$ cat src/rtl/gate_op_arbiter.sv
// Round-robin arbiter that time-shares one registered bitwise logic unit
// among NUM_REQ requesters over valid/ready request and response channels.
module gate_op_arbiter #(
  parameter int NUM_REQ = 4,
  parameter int WIDTH   = 8,
  parameter int ID_W    = 2
) (
  input  logic                     clk,
  input  logic                     rst,
  input  logic [NUM_REQ-1:0]       req_valid,
  output logic [NUM_REQ-1:0]       req_ready,
  input  logic [NUM_REQ*WIDTH-1:0] req_a,
  input  logic [NUM_REQ*WIDTH-1:0] req_b,
  input  logic [NUM_REQ*3-1:0]     req_op,
  output logic                     resp_valid,
  input  logic                     resp_ready,
  output logic [WIDTH-1:0]         resp_y,
  output logic [ID_W-1:0]          resp_id,
  output logic                     busy
);

  typedef enum logic [1:0] {IDLE, EXEC, RESP} state_t;

  state_t state, next_state;

  logic [ID_W-1:0]    rr_ptr;
  logic [ID_W-1:0]    win;
  logic [ID_W-1:0]    off;
  logic [ID_W:0]      sum;
  logic [NUM_REQ-1:0] rot;
  logic               found;
  logic               any_valid;

  logic [WIDTH-1:0]   sel_a, sel_b;
  logic [2:0]         sel_op;
  logic [WIDTH-1:0]   cap_a, cap_b;
  logic [2:0]         cap_op;
  logic [ID_W-1:0]    cap_id;
  logic [WIDTH-1:0]   result;

  // Rotate the valid vector so bit 0 is rr_ptr, then map the first hit back.
  always_comb begin
    any_valid = |req_valid;
    rot       = NUM_REQ'({req_valid, req_valid} >> rr_ptr);
    found     = 1'b0;
    off       = '0;
    for (int unsigned i = 0; i < NUM_REQ; i++) begin
      if (!found && rot[i]) begin
        found = 1'b1;
        off   = ID_W'(i);
      end
    end
    sum = {1'b0, rr_ptr} + {1'b0, off};
    if (sum >= (ID_W+1)'(NUM_REQ))
      sum = sum - (ID_W+1)'(NUM_REQ);
    win = sum[ID_W-1:0];
  end

  always_comb begin
    sel_a  = '0;
    sel_b  = '0;
    sel_op = '0;
    for (int unsigned i = 0; i < NUM_REQ; i++) begin
      if (win == ID_W'(i)) begin
        sel_a  = req_a[i*WIDTH +: WIDTH];
        sel_b  = req_b[i*WIDTH +: WIDTH];
        sel_op = req_op[i*3 +: 3];
      end
    end
  end

  always_comb begin
    req_ready = '0;
    if (state == IDLE && !rst && any_valid)
      req_ready[win] = 1'b1;
  end

  always_comb begin
    case (cap_op)
      3'd0:    result = ~(cap_a & cap_b);
      3'd1:    result = cap_a & cap_b;
      3'd2:    result = cap_a | cap_b;
      3'd3:    result = ~(cap_a | cap_b);
      3'd4:    result = cap_a ^ cap_b;
      3'd5:    result = ~(cap_a ^ cap_b);
      3'd6:    result = ~cap_a;
      default: result = cap_a;
    endcase
  end

  always_ff @(posedge clk) begin
    if (rst) state <= IDLE;
    else     state <= next_state;
  end

  always_comb begin
    next_state = state;
    case (state)
      IDLE:    if (any_valid) next_state = EXEC;
      EXEC:    next_state = RESP;
      RESP:    if (resp_ready) next_state = IDLE;
      default: next_state = IDLE;
    endcase
  end

  assign busy = (state != IDLE);

  always_ff @(posedge clk) begin
    if (rst) begin
      rr_ptr     <= '0;
      resp_valid <= 1'b0;
      resp_y     <= '0;
      resp_id    <= '0;
      cap_a      <= '0;
      cap_b      <= '0;
      cap_op     <= '0;
      cap_id     <= '0;
    end else begin
      case (state)
        IDLE: begin
          if (any_valid) begin
            cap_a  <= sel_a;
            cap_b  <= sel_b;
            cap_op <= sel_op;
            cap_id <= win;
          end
        end
        EXEC: begin
          resp_y     <= result;
          resp_id    <= cap_id;
          resp_valid <= 1'b1;
        end
        RESP: begin
          if (resp_ready) begin
            resp_valid <= 1'b0;
            rr_ptr     <= (cap_id == ID_W'(NUM_REQ-1)) ? '0 : cap_id + ID_W'(1);
          end
        end
        default: ;
      endcase
    end
  end

endmodule
$ cat config.mk
export PLATFORM = sky130hd
export DESIGN_NAME = gate_op_arbiter
export DESIGN_NICKNAME = d
export VERILOG_FILES = /design/src/rtl/gate_op_arbiter.sv
export SDC_FILE = /design/constraint.sdc
export NUM_CORES = 1
export LEC_CHECK = 0
export BUFFER_PORTS_ARGS = -buffer_cell sky130_fd_sc_hd__buf_2
export CAP_MARGIN = 5
export CORE_UTILIZATION = 50
export CTS_BUF_LIST = sky130_fd_sc_hd__clkbuf_8 sky130_fd_sc_hd__clkbuf_16
export CTS_CLUSTER_SIZE = 20
export DETAILED_ROUTE_END_ITERATION = 12
export MAX_ROUTING_LAYER = met4
export PLACE_DENSITY_LB_ADDON = 0.05
export SLEW_MARGIN = 20
export SYNTH_ARGS = -nofsm -noshare
export SYNTH_HDL_FRONTEND = slang
export SYNTH_SLANG_ARGS = --single-unit
$ cat constraint.sdc
create_clock -name clk -period 3.29 [get_ports clk]
set_input_delay 0.658 -clock clk [delete_from_list [all_inputs] [get_ports clk]]
set_output_delay 0.658 -clock clk [all_outputs]
set_load 0.01 [all_outputs]
### After elaboration in Yosys (flattened, before gate mapping)

Index checks and enable logic that the tools add are counted.

| storage, ports and cells | value |
|---|---|
| flip-flop bits (word level) | 36 |
| input bits | 83 |
| output and inout bits | 16 |
| word-level logic and storage cells | 86 |

| cells by class | value |
|---|---|
| add/sub/neg operators | 3 |
| magnitude comparators | 3 |
| eq/ne operators | 14 |
| shift operators | 1 |
| multiplexer cells | 29 |
| bitwise logic cells | 7 |
| reduce and logical (&&, ||, !) cells | 20 |

Operators by type and width:

| kind | number |
|---|---|
| 8-bit 2-to-1 mux | 8 |
| 8-bit case mux with 7 select lines | 1 |
| 8-bit inverter | 4 |
| 2-bit 2-to-1 mux | 6 |
| 3-bit 2-to-1 mux | 4 |
| 3-bit equality test, second input constant | 3 |
| 8-bit AND | 1 |
| 2-bit equality test, second input constant | 4 |
| 8-bit OR | 1 |
| 2-bit AND reduction | 4 |
| 8-bit by 2-bit right shift with 4-bit output | 1 |
| 8-bit bitwise XOR | 1 |
| 3-bit by 2-bit equality test with 1-bit output, second input constant | 2 |
| 1-bit logical AND | 6 |
| 1-bit 2-to-1 mux | 6 |
| 2-bit case mux with 3 select lines | 1 |
| 2-bit by 1-bit equality test with 1-bit output, second input constant | 2 |
| 1-bit logical NOT | 4 |
| 2-bit logical NOT | 2 |
| 4-bit 2-to-1 mux | 1 |
| 2-bit != test, second input constant | 2 |
| 2-bit nonzero test | 2 |
| 4-bit OR reduction | 1 |
| 2-bit by 2-bit adder with 3-bit output | 1 |
| 9 further kinds | 9 |

### Longest topological paths before layout

| depth | value |
|---|---|
| depth after elaboration | 19 |
| depth in mapped cells | 14 |
| gate-level depth less buffers | 12 |

### Worst setup path before layout

OpenSTA, ideal clock, no wires.

| timing | value |
|---|---|
| kind | input to output |
| start | input port req_valid[0] |
| end | output port req_ready[0] |
| arrival time | 2.676 ns |
| required time | 2.632 ns |
| path slack | -0.044 ns |
| stages | 9 |
| buffers on the path | 3 |
| cells stage by stage | buf_2 > or4_1 > o2111ai_1 > ha_1 > xor2_1 > buf_2 > a21oi_4 > buf_6 > nor4_1 |

| on the way | value |
|---|---|
| word-level cells in the longest chain between the ends | 19 |
| elaborated cells between the ends (all ways) | 25 |
| those cells by class | add/sub (2); order compare (3); shift (1); mux (10); reduce/logical (9) |

Ends and longest elaborated chain:

| item | line | text |
|---|---|---|
| from (decl) | 10 | `input logic [NUM_REQ-1:0] req_valid,` |
| 8-bit by 2-bit right shift with 4-bit output | 44 | `rot = NUM_REQ'({req_valid, req_valid} >> rr_ptr);` |
| 1-bit 2-to-1 mux | 48 | `if (!found && rot[i]) begin` |
| 1-bit logical NOT | 48 |  |
| 1-bit logical AND | 48 |  |
| 1-bit 2-to-1 mux | 48 |  |
| 1-bit logical NOT | 48 |  |
| 1-bit logical AND | 48 |  |
| 1-bit 2-to-1 mux | 48 |  |
| [... 3 more ...] | n/a |  |
| 2-bit by 2-bit adder with 3-bit output | 53 | `sum = {1'b0, rr_ptr} + {1'b0, off};` |
| 3-bit greater-or-equal comparator or 2-bit by 1-bit subtractor with 2-bit output (tied branches) | 54, 55 |  |
| 2-bit 2-to-1 mux | 54 | `if (sum >= (ID_W+1)'(NUM_REQ))` |
| 2-bit by 3-bit < comparator with 1-bit output (implied by the code) or 2-bit by 1-bit greater-or-equal comparator with 1-bit output (tied branches) | 75 | `req_ready[win] = 1'b1;` |
| 1-bit logical AND (implied by the code) | 75 |  |
| 1-bit 2-to-1 mux (implied by the code) | 75 |  |
| 1-bit demux with 2-bit select | 75 |  |
| 4-bit 2-to-1 mux * | 74 | `if (state == IDLE && !rst && any_valid)` |
| to (decl) | 11 | `output logic [NUM_REQ-1:0] req_ready,` |

Mark *: on every way between the ends. The rest lies on a longest branch, timed or not.

### Worst setup path in the final report

| timing | value |
|---|---|
| start | input port req_valid[2] |
| end | output port req_ready[0] |

The elaborated chain is that of the path after synthesis.

==> summary.txt <==
Status
  • Outcome: finished, final reports clean

Clocking
  • CTS tree: built
  • CTS buffer count: 5
  • Root buffer cell: clkbuf_8
  • Setup bufs post-CTS: 0
  • Skew-Pair Late Insertion Delay: 290 ps
  • Clk buf depth: 2
  • Clock sinks: 36
  • Hold_buf cts: 0
  • H-tree depth: 2
  • Clock-pin slew on the worst setup and hold paths: 80 ps

Pwr
  • Leak: 1.78 nW
  • Cell Int Power: 0.00102 W
  • Power density cells: 413 nW/um2
  • Psw: 0.000544 W
  • Share of total power in combinational logic: 38.4%
  • Register share of total power: 36.6%
  • Clock share of power: 25.0%
  • Maximum vdd ir drop: 0.232 mV
  • Switching share of power: 34.8%

Floorplanning
  • Die Span X: 81.3 um
  • Die height: 81.3 um
  • Starting Density: 52.5%
  • Area of the die: 6610 um2
  • IO Count: 99
  • FP Rows: 28
  • CORE AREA: 5990 um2

Synthesis
  • YS warnings: 0
  • Yosys cell types: 48
  • Cell area after synthesis: 3150 um2
  • Post-synthesis sequential area ratio: 22.9%
  • Post-synth EDFFs: 0
  • Synth Instances: 389
  • Top cells by area, synth: dfxtp_1 23%, mux2i_1 10%, a211oi_1 7.2%
  • Yosys top cell by area: dfxtp_1
  • Yosys reg bits: 36
  • Top cell type's share of synthesized area: 22.9%
  • Mapped Avg Cell Area: 8.09 um2
  • Post-synth top flop: dfxtp_1
  • Net Count, Synth: 490
  • Asr flop ratio synth: 0%

Worst setup path
  • CP max-delay cell: or4_1
  • CP dominant cell by count: buf_2
  • Critical Path Max Stage Delay: 480 ps
  • Critical-path cell list: buf_2 -> or4_1 -> o2111ai_1 -> ha_2 -> xor2_1 -> a21oi_4 -> nor4_2 -> buf_2
  • Worst Path Required: 2630 ps
  • Setup crit start kind: input port
  • Worst EP arrival: 2420 ps
  • WS Path Type: input port to output port
  • Crit. End Element: output port
  • Crit Path Max Fanout: 8

Place
  • Post-DP HPWL: 5710 um
  • Post-place setup slack: 194 ps
  • IO buf count: 98
  • Gpl congestion: 0.827

Final layout
  • Seq. cell area: 722 um2
  • P&R area growth vs syn: 20.4%
  • Filler cells: 531
  • Most common cell after layout, fill and taps aside: buf_2
  • Fraction of layout cells with a size suffix above 1: 29.8%
  • Final nets: 573
  • Diodes inserted: 0
  • Multi-input logic area: 2190 um2
  • Commonest cells after routing, fill and taps aside: 98 x buf_2, 51 x nor2_1, 35 x dfxtp_1, 32 x mux2i_1, 31 x a21oi_1

STA
  • Minimum clock period: 3080 ps
  • Final setup viols: 0
  • Final Max Tran Viols: 0
  • Post-route setup slack: 212 ps
  • Achievable Freq: 0.325 GHz
  • Final setup TNS: 0 ps
  • RSZ-0062 raised after global routing: no
  • Fin. Hold Viols: 0
  • Worst-Margin Slew: 723 ps
  • Slew headroom: 51.8%
  • Ratio of final minimum period to clock period: 93.6%
  • Final setup skew: 9.91 ps
  • WHS: 456 ps

Global routing
  • Remaining Overflow, GRT: 0
  • Met2 usage: 39.7%
  • Vias in the first global route: 2673
  • Total GRT Usage: 24.2%
  • Pin count of the biggest net entering global routing: 43
  • M3 GR Usage: 3.03%
  • Met1 Use GR: 31.2%
  • Initial antenna violation count: 0
  • First-pass GRT wire length: 12200 um
  • Most Crowded Layer GR: met2

Detailed routing
  • Vias per cell: 5.44
  • Final WL: 7350 um
  • Drt pass-1 iters: 4
  • Mean routed wirelength per cell: 13.4 um
  • Via count: 2979
  • # DRC: 0
  • Drt initial violations: 133
  • Final ANT Viol Nets: 0

Run
  • # Max-Cap Violations: 0

Worst hold path
  • Worst hold path type: flop to flop
through the flow:
step	utilization [%]	std cells	power [W]	cell area, um2
global placement	61.2	540	0.00117	3670
detailed placement	61.2	540	0.00119	3670
global route	63.2	548	0.00167	3790
finish	63.2	548	0.00156	3790
floorplan	-	389	0.00102	3150
CTS	63.1	548	0.00157	3780
power by group through the flow:
stage	Clock (W)	Combinational (W)	Sequential, W
2_1_floorplan	0	0.000462	0.000553
3_3_place_gp	0	0.000585	0.000580
3_5_place_dp	0	0.000602	0.000584
4_1_cts	0.000394	0.000603	0.000573
5_1_grt	0.000411	0.000679	0.000585
6_report	0.000392	0.000601	0.000572
what timing repair did:
action | CTS | global route
setup endpoints to repair | 0 | 2
gates resized for setup | 0 | 3
hold endpoints to repair | 0 | 0
cells by family after synthesis:
kind of cell	count (synthesis)	synth area share, %
AND/OR/NAND/NOR	116	17.7
AO/OA/AOI/OAI	111	25.4
buffers and inverters	58	8.11
multiplexers	40	15.9
flip-flops	36	22.9
adder cells (fa/ha/maj)	18	7.16
XOR/XNOR	10	2.78
metal layers:
layer | wire length (um) | vias to the layer above | share of wire (%)
met3 | 325 | 7 | 4.4
met2 | 3370 | 86 | 46
met5 | 0 | - | 0
met4 | 74 | 0 | 1.0
met1 | 3580 | 1327 | 49
li1 | - | 1559 | -
worst max-delay path, delay by kind of cell:
family	cells	cell delay [ps]
xor gates and xnor gates	1	290
and+or+nand+nor	2	730
AOI/OAI and AO/OA	2	200
adders and majority gates	1	250
buffers and inverters	2	310
flip-flops by register name, indices dropped and copies added (netlist names):
name,count
cap_a,8
cap_b,8
resp_y,8
cap_op,3
cap_id,2
resp_id,2
rr_ptr,2
state,2
resp_valid,1
cells in the mapped netlist (10+ instances only):
master	n
nand2_1	16
inv_1	25
a21oi_1	31
a21boi_0	10
a211oi_1	30
and2_1	20
ha_1	18
nor2_1	52
mux2i_1	32
clkbuf_1	16
a32o_1	10
dfxtp_1	36
o31ai_1	10
buf_2	11
path summary, 6_finish.rpt:
| path | slack (ps) | start | cells past startpoint | end |
|---|---|---|---|---|
| max reg2reg | 610 | rr_ptr[0]$_SDFFE_PP0P_ | 8 | cap_a[1]$_SDFFE_PP0P_ |
| min | 460 | resp_valid$_SDFFE_PP0P_ | 2 | resp_valid$_SDFFE_PP0P_ |
| max | 210 | req_valid[2] | 8 | req_ready[0] |
| min reg2reg | 460 | resp_valid$_SDFFE_PP0P_ | 2 | resp_valid$_SDFFE_PP0P_ |
area by class of cell:
type	count	area share [%]
repair buffers	109	15.1
flip-flops and latches	36	19.1
clock inverters	3	1.12
multi-input cells	295	57.9
inverters	25	2.48
clock buffers	5	1.82
well taps	75	2.48
Power figures use the tool's default switching activity.
